$ cat src/rtl/store_buffer.sv
// rtl/store_buffer.sv - in-order store buffer between the partial-store stage and memory
//
// Ports:
//   clk, rst_n         clock, asynchronous active-low reset
//   st_valid/st_addr/st_data/st_mask/st_ready
//                      store push interface; requests with an all-zero mask are dropped
//   ld_valid/ld_addr/ld_hazard
//                      word-granular load check against all pending stores (combinational)
//   mem_wvalid/mem_waddr/mem_wdata/mem_wmask/mem_wready
//                      head-of-queue write toward memory; zeros when empty
//   count              number of occupied entries
module store_buffer #(
    parameter int DEPTH = 4
) (
    input  logic                       clk,
    input  logic                       rst_n,
    input  logic                       st_valid,
    input  logic [31:0]                st_addr,
    input  logic [31:0]                st_data,
    input  logic [3:0]                 st_mask,
    output logic                       st_ready,
    input  logic                       ld_valid,
    input  logic [31:0]                ld_addr,
    output logic                       ld_hazard,
    output logic                       mem_wvalid,
    output logic [31:0]                mem_waddr,
    output logic [31:0]                mem_wdata,
    output logic [3:0]                 mem_wmask,
    input  logic                       mem_wready,
    output logic [$clog2(DEPTH+1)-1:0] count
);

    localparam int AW = $clog2(DEPTH);
    localparam int CW = $clog2(DEPTH + 1);

    logic [29:0]      addr_q [DEPTH];
    logic [31:0]      data_q [DEPTH];
    logic [3:0]       mask_q [DEPTH];

    logic [DEPTH-1:0] valid_q, valid_d;
    logic [AW-1:0]    wr_ptr_q, wr_ptr_d;
    logic [AW-1:0]    rd_ptr_q, rd_ptr_d;
    logic [CW-1:0]    count_q, count_d;

    logic             push;
    logic             pop;
    logic             addr_hit;

    // Byte-offset bits never matter: entries and hazard checks are word-granular.
    logic             unused_offset;
    assign unused_offset = ^{st_addr[1:0], ld_addr[1:0]};

    assign st_ready   = (count_q < CW'(DEPTH));
    assign mem_wvalid = (count_q != '0);
    assign count      = count_q;

    // A zero mask never occupies an entry; a full buffer refuses even when popping.
    assign push = st_valid && st_ready && (st_mask != 4'b0000);
    assign pop  = mem_wvalid && mem_wready;

    always_comb begin
        mem_waddr = 32'h0;
        mem_wdata = 32'h0;
        mem_wmask = 4'h0;
        if (mem_wvalid) begin
            mem_waddr = {addr_q[rd_ptr_q], 2'b00};
            mem_wdata = data_q[rd_ptr_q];
            mem_wmask = mask_q[rd_ptr_q];
        end
    end

    // Only registered entries are compared, so a store arriving this cycle is
    // never seen, while the head stays visible even if it leaves this cycle.
    always_comb begin
        addr_hit = 1'b0;
        for (int i = 0; i < DEPTH; i++) begin
            if (valid_q[i] && (addr_q[i] == ld_addr[31:2])) begin
                addr_hit = 1'b1;
            end
        end
    end

    assign ld_hazard = ld_valid && addr_hit;

    always_comb begin
        valid_d  = valid_q;
        wr_ptr_d = wr_ptr_q;
        rd_ptr_d = rd_ptr_q;
        count_d  = count_q;
        // push and pop never target the same slot: pop needs count > 0 and
        // push needs count < DEPTH, so the two pointers differ when both fire.
        if (pop) begin
            valid_d[rd_ptr_q] = 1'b0;
            rd_ptr_d          = rd_ptr_q + AW'(1);
        end
        if (push) begin
            valid_d[wr_ptr_q] = 1'b1;
            wr_ptr_d          = wr_ptr_q + AW'(1);
        end
        case ({push, pop})
            2'b10:   count_d = count_q + CW'(1);
            2'b01:   count_d = count_q - CW'(1);
            default: count_d = count_q;
        endcase
    end

    always_ff @(posedge clk or negedge rst_n) begin
        if (!rst_n) begin
            valid_q  <= '0;
            wr_ptr_q <= '0;
            rd_ptr_q <= '0;
            count_q  <= '0;
        end else begin
            valid_q  <= valid_d;
            wr_ptr_q <= wr_ptr_d;
            rd_ptr_q <= rd_ptr_d;
            count_q  <= count_d;
        end
    end

    // Payload storage needs no reset: every read of it is qualified by valid/count.
    always_ff @(posedge clk) begin
        if (push) begin
            addr_q[wr_ptr_q] <= st_addr[31:2];
            data_q[wr_ptr_q] <= st_data;
            mask_q[wr_ptr_q] <= st_mask;
        end
    end

endmodule
$ cat config.mk
export PLATFORM = sky130hd
export DESIGN_NAME = store_buffer
export DESIGN_NICKNAME = d
export VERILOG_FILES = /design/src/rtl/store_buffer.sv
export SDC_FILE = /design/constraint.sdc
export NUM_CORES = 1
export LEC_CHECK = 0
export BUFFER_PORTS_ARGS = -buffer_cell sky130_fd_sc_hd__buf_2
export CORE_MARGIN = 10
export CORE_UTILIZATION = 40
export CTS_CLUSTER_DIAMETER = 150
export DETAILED_ROUTE_END_ITERATION = 12
export SLEW_MARGIN = 20
export SYNTH_ARGS = -nofsm -noshare
export SYNTH_HDL_FRONTEND = slang
export SYNTH_SLANG_ARGS = --single-unit
$ cat constraint.sdc
create_clock -name clk -period 2.65 [get_ports clk]
set_input_delay 0.1325 -clock clk [delete_from_list [all_inputs] [get_ports clk]]
set_output_delay 0.1325 -clock clk [all_outputs]
set_load 0.03 [all_outputs]
==> impl_metrics.toml <==
[outcome]
outcome = "finished clean"

[worst_setup_path]
r2r_cells = 9
cp.arrival_ns = 2.49
crit_path_max_fanout = 2
rrSetupSlack_ns = 0.63
path_class = "reg -> out"
required_ns = 2.52
endpoint_kind = "output pin"
crit_path_start_kind = "register"

[final_layout]
nets = 1029
final.fill_count = 2506
stdcell_count = 1329
drive_gt1_frac = 0.340
synthToLayoutAreaGrowth_pct = 26.6

[clocking]
cts_num_sinks = 275
cts_buffer_depth = 3
tritoncts = "done"
htree_levels = 1
cts_made_buffers = 29
cts_root_buf = "clkbuf_16"
clk_pin_slew_worst_paths_ns = 0.06
clock_latency_ns = 0.55

[timing]
layout_min_cycle_time_ns = 2.62
fmax_mhz = 381
finalCritPeriodShare = 0.989
clock_skew_ns = 0.0103
hold_slack_ns = 0.109
hold_violations = 0
layout_setup_ws_ns = 0.0283
relSlewSlack = 0.526
worstMarginPinSlew_ns = 0.711
finalSetupViolCount = 0
rsz0062_at_grt = "yes"
drv_slew = 0

[synthesis]
synth_cell_types = 27
yosysWarningCount = 0
synth_top_area_share = 0.663
synth_edf_count = 264
ys_ff_latch = 275
synthTopCellsByCount = "edfxtp_1, xnor2_1, and2_1"
ys.flop_type = "edfxtp_1"
synth_most_common_cell = "edfxtp_1"
netlist_top_cells_area = "edfxtp_1, mux4_2, xnor2_1, and2_1, xor2_1"
synth_async_sr_flop_share = 0.0400
synth_area_leader_cell = "edfxtp_1"
synthCells = 655
synth_area_um2 = 12000
ys_seq_area_frac = 0.686
syn_area_per_cell_um2 = 18.3

[route]
dr.pass1.iters = 4
drtIter0Drc = 416
vias = 6585
ant_nets = 0
wl_mm = 29.7
drc_errors = 0
viasPerCell = 4.95
avgRoutedWirePerCell_um = 22.3

[place]
place.port_buffers = 172
post-dp-hpwl_mm = 20.7
pre_cts_ws_ns = 0.396
place_inst = 1197
gp_routability_congestion = 0.866

[floorplan]
coreArea_um2 = 29600
die_y_um = 193
io_pins = 179
dieWidth_um = 193
die_area_um2 = 37200
start_util = 0.405
rows = 63

[power]
p_seq_frac = 0.358
p_int_mw = 10.4
p_leak_nw = 5.32
comb_power_share = 0.389
switchingPower_mw = 5.71
p_total_mw = 16.1
ir_drop_v = 0.000843
p_per_area_nw_per_um2 = 1070
swShare = 0.354
p_clk_frac = 0.253

[grt]
gr-total-overflow = 0
antenna_found_initial = 4
grt_max_degree = 68
grt_pass1_wl_mm = 44.2
grt_pass1_vias = 7254
grt_use_total = 0.157

[hold_path]
holdPathStages = 3
hold_path.class = "in -> reg"

[run]
max-cap-violations = 0
## kinds of logic after synthesis
logic type                 count (synthesis)  synth area share
DFF                                      275             0.686
xor gates and xnor gates                 125            0.0915
and+or+nand+nor                          121            0.0626
muxes                                     67             0.125
buffers and inverters                     49            0.0198
adders and majority gates                 10            0.0111
AOI/OAI and AO/OA                          7           0.00408
other                                      1          0.000313
## metal layers
| metal | vias up | global-route usage | part of all wire |
|---|---|---|---|
| li1 | 3046 | - | - |
| met4 | 4 | 0.0296 | 0.018 |
| met3 | 40 | 0.0446 | 0.081 |
| met1 | 3297 | 0.206 | 0.42 |
| met5 | - | 0 | 0.00064 |
| met2 | 198 | 0.260 | 0.48 |
## what timing repair did
item,in CTS,in global routing
buffers inserted,0,8
gates resized for setup,1,4
pin swaps,0,1
endpoints found under the hold margin,275,0
hold buffers,68,0
setup endpoints to repair,1,31
## cell usage in the layout, fill, tap and decap left out, types with 2 or more instances in the layout
cell,Yosys,routed
clkbuf_16,0,29
xnor2_1,80,75
nand4_1,24,24
dlygate4sd3_1,0,68
o21ai_0,2,2
buf_4,2,15
clkbuf_8,0,2
dfrtp_4,0,2
buf_12,0,11
diode_2,0,2
clkinv_1,0,5
mux4_2,66,66
nand2_1,6,6
conb_1,1,2
and2_1,67,67
and2_4,4,4
buf_2,6,172
xnor2_2,0,5
dfrtp_1,11,9
edfxtp_1,264,264
nor4_1,16,16
a21o_1,4,4
xor2_1,45,45
clkinv_2,0,5
clkinvlp_4,0,2
bufinv_16,0,4
ha_1,9,9
clkbuf_1,23,6
inv_1,10,10
## layout make-up
cell class,count,area (um2),share of cell area
inverter,10,37.5,0.00248
clock inverter,17,188,0.0124
antenna,2,5.00,0.000330
sequential,275,8210,0.542
clock buffer,37,776,0.0512
tap,390,488,0.0322
multi-input combinational,332,3570,0.236
timing repair buffer,266,1870,0.124
## sequential cells by signal, indices dropped and copies added, names as in the netlist
signal and flops:
data_q 128, wr_ptr_q 2, mask_q 16, count 3
valid_q 4, addr_q 120, rd_ptr_q 2
## final timing paths
check | endpoint | start
min in group asynchronous | count[0] | rst_n
max in group asynchronous | rd_ptr_q[1] | rst_n
hold / removal | wr_ptr_q[0] | st_valid
setup reg to reg | count[2] | count[0]
setup / recovery | ld_hazard | addr_q[2][2]
hold reg to reg | count[0] | count[0]
## per-stage QoR
step | utilization | instance area, um2 | TNS, ns
finish | 0.513 | 15200 | 0
global route | 0.512 | 15100 | -0.0215
CTS | 0.509 | 15100 | 0
detailed placement | 0.453 | 13400 | 0
global placement | 0.453 | 13400 | 0
floorplan | - | 12000 | 0
## power groups by stage
stage / sequential [mW] / combinational [mW] / clock [mW]
3_3_place_gp: 5.90 / 6.18 / 0
5_1_grt: 5.85 / 6.77 / 4.33
6_report: 5.79 / 6.28 / 4.08
2_1_floorplan: 5.74 / 4.35 / 0
4_1_cts: 5.83 / 6.30 / 4.18
3_5_place_dp: 5.92 / 6.20 / 0
## worst max-delay path: stages, from the launching register on
cell,delay (ns)
edfxtp_1,0.43
xnor2_2,0.25
nand4_1,0.22
nor4_1,0.31
nand4_1,0.14
a41oi_1,0.34
buf_2,0.27
Power figures use the tool's default switching activity.
